[src/rtl/move_input_ctrl_if.sv]
// ============================================================================
// Module      : move_input_ctrl_if
// Description : Mouse-side inputs and board-manager-side outputs of the
//               move input controller, grouped as one bundle.
// Revision    : 1.0 - initial release
// ============================================================================
`default_nettype none

interface move_input_ctrl_if;
    logic [11:0] xpos;
    logic [11:0] ypos;
    logic        mouse_left;
    logic        game_over;
    logic [3:0]  board_code;
    logic [63:0] possible_moves;
    logic [5:0]  query_xy;
    logic [5:0]  figure_position;
    logic        pick_place;
    logic        turn;
    logic        hover_valid;
    logic [5:0]  hover_xy;
    logic        move_done;

    modport master (
        input  xpos,
        input  ypos,
        input  mouse_left,
        input  game_over,
        input  board_code,
        input  possible_moves,
        output query_xy,
        output figure_position,
        output pick_place,
        output turn,
        output hover_valid,
        output hover_xy,
        output move_done
    );

    modport slave (
        output xpos,
        output ypos,
        output mouse_left,
        output game_over,
        output board_code,
        output possible_moves,
        input  query_xy,
        input  figure_position,
        input  pick_place,
        input  turn,
        input  hover_valid,
        input  hover_xy,
        input  move_done
    );
endinterface

`default_nettype wire

[src/rtl/move_input_ctrl.sv]
// ============================================================================
// Module      : move_input_ctrl
// Description : Turns mouse clicks over the rendered board into pick/place
//               requests for the board manager, enforcing turn order.
// Revision    : 1.0 - initial release
// ============================================================================
`default_nettype none

module move_input_ctrl #(
    parameter logic [11:0] BOARD_X0 = 12'd192,
    parameter logic [11:0] BOARD_Y0 = 12'd64,
    parameter logic [2:0]  SQ_LOG2  = 3'd6
) (
    input  logic              clk,
    input  logic              rst,
    move_input_ctrl_if.master bus
);

    typedef enum logic [2:0] {
        ST_IDLE      = 3'd0,
        ST_WAIT_SRC  = 3'd1,
        ST_CHECK_SRC = 3'd2,
        ST_HOLD      = 3'd3,
        ST_PLACE     = 3'd4
    } state_t;

    state_t      state_q, state_d;
    logic        mouse_left_q;
    logic        hover_valid_q, hover_valid_d;
    logic [5:0]  hover_xy_q, hover_xy_d;
    logic [5:0]  query_xy_q, query_xy_d;
    logic [5:0]  src_q, src_d;
    logic [5:0]  tgt_q, tgt_d;
    logic [5:0]  fig_pos_q, fig_pos_d;
    logic        pick_place_q, pick_place_d;
    logic        turn_q, turn_d;
    logic        move_done_q, move_done_d;

    logic [11:0] dx, dy;
    logic [11:0] dx_sq, dy_sq;
    logic        in_area;
    logic        click;
    logic        target_ok;

    // Pixel offsets wrap when left of / above the board, so the explicit
    // lower-bound compares are what reject those positions.
    assign dx      = bus.xpos - BOARD_X0;
    assign dy      = bus.ypos - BOARD_Y0;
    assign dx_sq   = dx >> SQ_LOG2;
    assign dy_sq   = dy >> SQ_LOG2;
    assign in_area = (bus.xpos >= BOARD_X0) && (bus.ypos >= BOARD_Y0) &&
                     (dx_sq < 12'd8) && (dy_sq < 12'd8);

    assign click = bus.mouse_left & ~mouse_left_q;

    function automatic logic is_own(input logic [3:0] code, input logic side);
        if (side)
            return (code >= 4'd7) && (code <= 4'd12);
        return (code >= 4'd1) && (code <= 4'd6);
    endfunction

    always_comb begin
        hover_valid_d = in_area;
        hover_xy_d    = hover_xy_q;
        if (in_area)
            hover_xy_d = {dy_sq[2:0], dx_sq[2:0]};
    end

    // Cancelling onto the source square is always accepted as a target.
    assign target_ok = (hover_xy_q == src_q) || bus.possible_moves[hover_xy_q];

    always_ff @(posedge clk) begin
        if (rst)
            state_q <= ST_IDLE;
        else
            state_q <= state_d;
    end

    always_comb begin
        state_d      = state_q;
        query_xy_d   = query_xy_q;
        src_d        = src_q;
        tgt_d        = tgt_q;
        fig_pos_d    = fig_pos_q;
        pick_place_d = pick_place_q;
        turn_d       = turn_q;
        move_done_d  = 1'b0;
        case (state_q)
            ST_IDLE: begin
                if (click && hover_valid_q && !bus.game_over) begin
                    query_xy_d = hover_xy_q;
                    src_d      = hover_xy_q;
                    state_d    = ST_WAIT_SRC;
                end
            end
            ST_WAIT_SRC: begin
                state_d = ST_CHECK_SRC;
            end
            ST_CHECK_SRC: begin
                if (is_own(bus.board_code, turn_q)) begin
                    fig_pos_d    = src_q;
                    pick_place_d = 1'b1;
                    state_d      = ST_HOLD;
                end else begin
                    state_d = ST_IDLE;
                end
            end
            ST_HOLD: begin
                if (click && hover_valid_q && target_ok) begin
                    tgt_d   = hover_xy_q;
                    state_d = ST_PLACE;
                end
            end
            ST_PLACE: begin
                fig_pos_d    = tgt_q;
                pick_place_d = 1'b0;
                if (tgt_q != src_q) begin
                    turn_d      = ~turn_q;
                    move_done_d = 1'b1;
                end
                state_d = ST_IDLE;
            end
            default: begin
                state_d = ST_IDLE;
            end
        endcase
    end

    always_ff @(posedge clk) begin
        if (rst) begin
            mouse_left_q  <= 1'b0;
            hover_valid_q <= 1'b0;
            hover_xy_q    <= 6'd0;
            query_xy_q    <= 6'd0;
            src_q         <= 6'd0;
            tgt_q         <= 6'd0;
            fig_pos_q     <= 6'd0;
            pick_place_q  <= 1'b0;
            turn_q        <= 1'b0;
            move_done_q   <= 1'b0;
        end else begin
            mouse_left_q  <= bus.mouse_left;
            hover_valid_q <= hover_valid_d;
            hover_xy_q    <= hover_xy_d;
            query_xy_q    <= query_xy_d;
            src_q         <= src_d;
            tgt_q         <= tgt_d;
            fig_pos_q     <= fig_pos_d;
            pick_place_q  <= pick_place_d;
            turn_q        <= turn_d;
            move_done_q   <= move_done_d;
        end
    end

    assign bus.query_xy        = query_xy_q;
    assign bus.figure_position = fig_pos_q;
    assign bus.pick_place      = pick_place_q;
    assign bus.turn            = turn_q;
    assign bus.hover_valid     = hover_valid_q;
    assign bus.hover_xy        = hover_xy_q;
    assign bus.move_done       = move_done_q;

endmodule

`default_nettype wire

[src/flat_wrapper.sv]
// flat-port wrapper written by rule: the top's interface ports become plain ports
module move_input_ctrl_flat 
#(
    parameter logic [11:0] BOARD_X0 = 12'd192,
    parameter logic [11:0] BOARD_Y0 = 12'd64,
    parameter logic [2:0]  SQ_LOG2  = 3'd6
)
  (clk, rst, bus_xpos, bus_ypos, bus_mouse_left, bus_game_over, bus_board_code, bus_possible_moves, bus_query_xy, bus_figure_position, bus_pick_place, bus_turn, bus_hover_valid, bus_hover_xy, bus_move_done);
  move_input_ctrl_if bus_i ();
  input  logic clk;
  input  logic rst;
  input wire logic [$bits(bus_i.xpos)-1:0] bus_xpos;
  input wire logic [$bits(bus_i.ypos)-1:0] bus_ypos;
  input wire logic [$bits(bus_i.mouse_left)-1:0] bus_mouse_left;
  input wire logic [$bits(bus_i.game_over)-1:0] bus_game_over;
  input wire logic [$bits(bus_i.board_code)-1:0] bus_board_code;
  input wire logic [$bits(bus_i.possible_moves)-1:0] bus_possible_moves;
  output wire logic [$bits(bus_i.query_xy)-1:0] bus_query_xy;
  output wire logic [$bits(bus_i.figure_position)-1:0] bus_figure_position;
  output wire logic [$bits(bus_i.pick_place)-1:0] bus_pick_place;
  output wire logic [$bits(bus_i.turn)-1:0] bus_turn;
  output wire logic [$bits(bus_i.hover_valid)-1:0] bus_hover_valid;
  output wire logic [$bits(bus_i.hover_xy)-1:0] bus_hover_xy;
  output wire logic [$bits(bus_i.move_done)-1:0] bus_move_done;
  assign bus_i.xpos = bus_xpos;
  assign bus_i.ypos = bus_ypos;
  assign bus_i.mouse_left = bus_mouse_left;
  assign bus_i.game_over = bus_game_over;
  assign bus_i.board_code = bus_board_code;
  assign bus_i.possible_moves = bus_possible_moves;
  assign bus_query_xy = bus_i.query_xy;
  assign bus_figure_position = bus_i.figure_position;
  assign bus_pick_place = bus_i.pick_place;
  assign bus_turn = bus_i.turn;
  assign bus_hover_valid = bus_i.hover_valid;
  assign bus_hover_xy = bus_i.hover_xy;
  assign bus_move_done = bus_i.move_done;
  move_input_ctrl #(.BOARD_X0(BOARD_X0), .BOARD_Y0(BOARD_Y0), .SQ_LOG2(SQ_LOG2)) u_core (.clk(clk), .rst(rst), .bus(bus_i));
endmodule
[config.mk]
export PLATFORM = sky130hd
export DESIGN_NAME = move_input_ctrl_flat
export DESIGN_NICKNAME = d
export VERILOG_FILES = /design/src/rtl/move_input_ctrl_if.sv /design/src/rtl/move_input_ctrl.sv /design/src/flat_wrapper.sv
export SDC_FILE = /design/constraint.sdc
export NUM_CORES = 1
export LEC_CHECK = 0
export CAP_MARGIN = 30
export CORE_MARGIN = 2
export CORE_UTILIZATION = 35
export DETAILED_ROUTE_END_ITERATION = 10
export PLACE_DENSITY = 0.81
export SLEW_MARGIN = 20
export SYNTH_ARGS = -nofsm -noshare
export SYNTH_HDL_FRONTEND = slang
export SYNTH_SLANG_ARGS = --single-unit
[constraint.sdc]
create_clock -name clk -period 3.1 [get_ports clk]
set_clock_uncertainty 0.1 [all_clocks]
set_input_delay 0.62 -clock clk [delete_from_list [all_inputs] [get_ports clk]]
set_output_delay 0.62 -clock clk [all_outputs]
set_load 0.01 [all_outputs]
==> impl_metrics.py <==
metrics = {
    "clocking": {
        "cts-hold-fix-buffers": 0,
        "cts_max_level": 2,
        "clock-sinks": 32,
        "max-clock-path-buffers": 2,
        "cts.repair.resized": 0,
        "cts.repair_timing.setup_buffer_count": 0,
        "clk_root_buffer_cell": "sky130_fd_sc_hd__clkbuf_8",
        "clock_latency_ns": 0.28,
        "cts_buffers": 5,
        "cts.clk_slew.worst_paths_ns": 0.06,
        "cts_tree": "yes",
    },
    "setup_path": {
        "timing.critical_path.mode_cell": "sky130_fd_sc_hd__mux2i_1",
        "reg2reg_slack_ns": 0.32,
        "reg2reg_capture_point": "u_core.tgt_q[3]",
        "end_kind": "register",
        "critical_path.reg2reg.startpoint": "u_core.bus.hover_xy[0]",
        "startpoint_type": "register",
        "critical_path_cell_by_cell": "buf_4, mux4_1, mux2i_1, a221oi_2, o31ai_2, a2111oi_4, mux2i_1",
        "worst_ep_arrival_time_ns": 2.89,
        "slowest_cell_on_the_critical_path": "sky130_fd_sc_hd__dfxtp_1",
        "critical_path_class": "reg2reg",
        "cp_max_fo": 12,
        "r2r_cells": 7,
        "worst_ep_required_time_ns": 3.21,
        "critical_path.max_stage_delay_ns": 0.63,
    },
    "synth": {
        "ys_top_cells_by_area": "sky130_fd_sc_hd__dfxtp_1 28%, sky130_fd_sc_hd__mux2i_1 13%, sky130_fd_sc_hd__mux4_1 9.1%",
        "synth.lib_cells_used.distinct": 49,
        "synth_ff_type": "sky130_fd_sc_hd__dfxtp_1",
        "synthesis.nets": 315,
        "seq_area_frac_synth": 0.278,
        "synthCells": 217,
        "synth_edf_count": 0,
        "post_synth.cell_area_avg_um2": 10.6,
        "yosysWarningCount": 0,
        "synth_largest_area_cell": "sky130_fd_sc_hd__dfxtp_1",
        "synth_area_um2": 2300,
        "ys_ff_latch": 32,
        "area_fraction_of_the_dominant_cell_type_after_synthesis": 0.278,
        "synth-async-reset-ratio": 0,
    },
    "die": {
        "die-area_um2": 7250,
        "io-pin-count": 118,
        "dieWidth_um": 85.1,
        "starting_utilization_of_the_core_area": 0.363,
        "die_height_um": 85.1,
        "fp-row-count": 29,
        "core_um2": 6350,
    },
    "layout": {
        "finish.net_count": 420,
        "num_antenna_cells": 0,
        "final_design_area_no_fill_um2": 3460,
        "layout-area-overhead-vs-synth_pct": 50.4,
        "layout-drive-gt1-share": 0.143,
    },
    "route": {
        "route.detailed.wl_per_inst_um": 14.0,
        "routed_via_density": 5.14,
        "route.vias.total": 2052,
        "drc": 0,
        "drt-total-wl_um": 5580,
        "drt_pass1_iterations": 4,
        "drtAntennaViolNets": 0,
        "drt_iter0_drc": 43,
    },
    "timing": {
        "timing_hold_violations_final": 0,
        "worst_slew_pin_slew_ns": 0.675,
        "setup-tns-final_ns": 0,
        "setup_violation_total_in_the_final_timing_report": 0,
        "slew_headroom": 0.548,
        "finalWorstPathRequiredPeriod_ns": 2.78,
        "slew_viol_final": 0,
        "final.period_utilization": 0.895,
        "rsz_0062_raised_after_global_routing": "false",
        "fmax_mhz": 360,
        "fin_hold_ws_ns": 0.362,
    },
    "worst_hold_path": {
        "min_delay_worst_endpoint": "u_core.bus.pick_place",
        "holdCritStartpoint": "u_core.bus.pick_place",
        "holdPathStages": 2,
        "hp-class": "reg2reg",
    },
    "global_route": {
        "grt_pass1_wl_um": 9270,
        "grt_antenna_before_repair": 0,
        "vias_in_the_first_global_route": 2028,
        "grt_usage": 0.158,
        "grt-ovfl-total": 0,
        "grt_start_max_net_pins": 21,
    },
    "status": {
        "outcome": "completed",
    },
    "placed_design": {
        "placement.io_buffers": 105,
        "postPlaceCellArea_um2": 3370,
        "final_hpwl_from_detailed_placement_um": 4510,
        "place.gp.congestion": 0.732,
    },
    "pwr": {
        "p_leak_nw": 1.28,
        "vdd.ir_drop.worst_v": 0.000181,
        "power_density_nw_per_um2": 267,
    },
    "job": {
        "maxCapViolations": 0,
    },
}
## layout make-up
cell class | instances | area, um^2
well taps | 77 | 96.3
flip-flops and latches | 32 | 641
multi-input cells | 166 | 1510
inverters | 4 | 15.0
fillers | 570 | 2890
repair buffers | 113 | 1110
clock buffers | 7 | 96.3
## registers in the layout, summed over array words and instances, names as in the netlist
| register | flops |
|---|---|
| u_core.bus.figure_position | 6 |
| u_core.bus.hover_valid | 1 |
| u_core.bus.hover_xy | 6 |
| u_core.bus.move_done | 1 |
| u_core.bus.pick_place | 1 |
| u_core.bus.turn | 1 |
| u_core.mouse_left_q | 1 |
| u_core.src_q | 6 |
| u_core.state_q | 3 |
| u_core.tgt_q | 6 |
## cells by family (layout without fill, tap and decap cells)
| kind of cell | after synthesis | in the layout | share of synthesized area |
|---|---|---|---|
| simple gates | 78 | 78 | 0.203 |
| compound gates | 27 | 27 | 0.0967 |
| fa+ha+maj | 2 | 2 | 0.0109 |
| flops | 32 | 32 | 0.278 |
| buf+inv | 19 | 124 | 0.0684 |
| xor+xnor | 15 | 15 | 0.0570 |
| mux | 44 | 44 | 0.286 |
## worst max-delay path, delay by kind of cell, from the launching register on
family	cells	cell delay, ns
multiplexers	3	0.57
AO/OA/AOI/OAI	3	1.11
flip-flops	1	0.63
buffers and inverters	1	0.29
## how the worst max path moves through the flow
stage                                 from                      to  slack, ns  cells past startpoint
finish              u_core.bus.hover_xy[0]         u_core.tgt_q[3]       0.32                      7
global route        u_core.bus.hover_xy[0]         u_core.tgt_q[0]       0.05                      7
CTS                 u_core.bus.hover_xy[0]         u_core.tgt_q[3]       0.28                      7
detailed placement  bus_possible_moves[44]         u_core.tgt_q[4]       0.12                      7
global placement    bus_possible_moves[44]         u_core.tgt_q[4]       0.11                      7
floorplan                      bus_xpos[6]  u_core.bus.hover_xy[0]       0.58                      6
## cells in the mapped netlist, types with 2 or more instances
library cell and number:
sky130_fd_sc_hd__nor2b_1 3, sky130_fd_sc_hd__nor4_1 2, sky130_fd_sc_hd__clkbuf_8 6, sky130_fd_sc_hd__buf_6 2
sky130_fd_sc_hd__dfxtp_1 32, sky130_fd_sc_hd__and2b_2 2, sky130_fd_sc_hd__inv_1 4, sky130_fd_sc_hd__or4b_2 2
sky130_fd_sc_hd__o32ai_1 2, sky130_fd_sc_hd__nor2_1 26, sky130_fd_sc_hd__nand3b_1 2, sky130_fd_sc_hd__mux4_2 7
sky130_fd_sc_hd__xor2_1 8, sky130_fd_sc_hd__nor3_1 3, sky130_fd_sc_hd__and3b_2 2, sky130_fd_sc_hd__ha_1 2
sky130_fd_sc_hd__a31oi_1 2, sky130_fd_sc_hd__o21ai_0 2, sky130_fd_sc_hd__xnor2_1 7, sky130_fd_sc_hd__or2b_1 2
sky130_fd_sc_hd__clkbuf_1 4, sky130_fd_sc_hd__or2_2 2, sky130_fd_sc_hd__or2b_2 10, sky130_fd_sc_hd__a21oi_1 6
sky130_fd_sc_hd__nand2_1 10, sky130_fd_sc_hd__mux4_1 8, sky130_fd_sc_hd__nand4_1 2, sky130_fd_sc_hd__mux2i_1 29
sky130_fd_sc_hd__a211oi_1 6, sky130_fd_sc_hd__nand3_1 3
## per-layer routing
metal | track usage | part of all wire | vias up | wire, um
li1 | - | - | 1020 | -
met1 | 0.194 | 0.42 | 939 | 2370
met2 | 0.266 | 0.48 | 82 | 2690
met3 | 0.0370 | 0.070 | 11 | 390
met4 | 0.0620 | 0.024 | 0 | 134
met5 | 0 | 0 | - | 0
## per-stage QoR
| step | utilization | power, mW | instances | setup WS, ns |
|---|---|---|---|---|
| floorplan | - | 0.480 | 217 | 0.577 |
| global placement | 0.530 | 0.593 | 392 | 0.111 |
| detailed placement | 0.530 | 0.598 | 392 | 0.116 |
| CTS | 0.546 | 0.939 | 399 | 0.277 |
| global route | 0.546 | 0.970 | 399 | 0.0548 |
| finish | 0.546 | 0.926 | 399 | 0.324 |
## report_power, final
| group | leakage (nW) | internal [mW] | switching (mW) | total (mW) |
|---|---|---|---|---|
| Clock | 0.0503 | 0.197 | 0.141 | 0.338 |
| Combinational | 0.969 | 0.127 | 0.0447 | 0.172 |
| Sequential | 0.258 | 0.413 | 0.00288 | 0.416 |
## cells in the final DEF, fill, tap and decap left out, types with 3 or more instances in the layout
| cell | n |
|---|---|
| sky130_fd_sc_hd__xnor2_1 | 7 |
| sky130_fd_sc_hd__xor2_1 | 8 |
| sky130_fd_sc_hd__nor3_1 | 3 |
| sky130_fd_sc_hd__buf_4 | 8 |
| sky130_fd_sc_hd__nand2_1 | 10 |
| sky130_fd_sc_hd__dfxtp_1 | 32 |
| sky130_fd_sc_hd__or2b_2 | 10 |
| sky130_fd_sc_hd__mux4_1 | 8 |
| sky130_fd_sc_hd__inv_1 | 4 |
| sky130_fd_sc_hd__nor2_1 | 26 |
| sky130_fd_sc_hd__a211oi_1 | 6 |
| sky130_fd_sc_hd__nor2b_1 | 3 |
| sky130_fd_sc_hd__mux2i_1 | 29 |
| sky130_fd_sc_hd__clkdlybuf4s50_1 | 105 |
| sky130_fd_sc_hd__mux4_2 | 7 |
| sky130_fd_sc_hd__a21oi_1 | 6 |
| sky130_fd_sc_hd__clkbuf_8 | 7 |
| sky130_fd_sc_hd__nand3_1 | 3 |
Note: power is estimated with default switching activity, not from simulation.
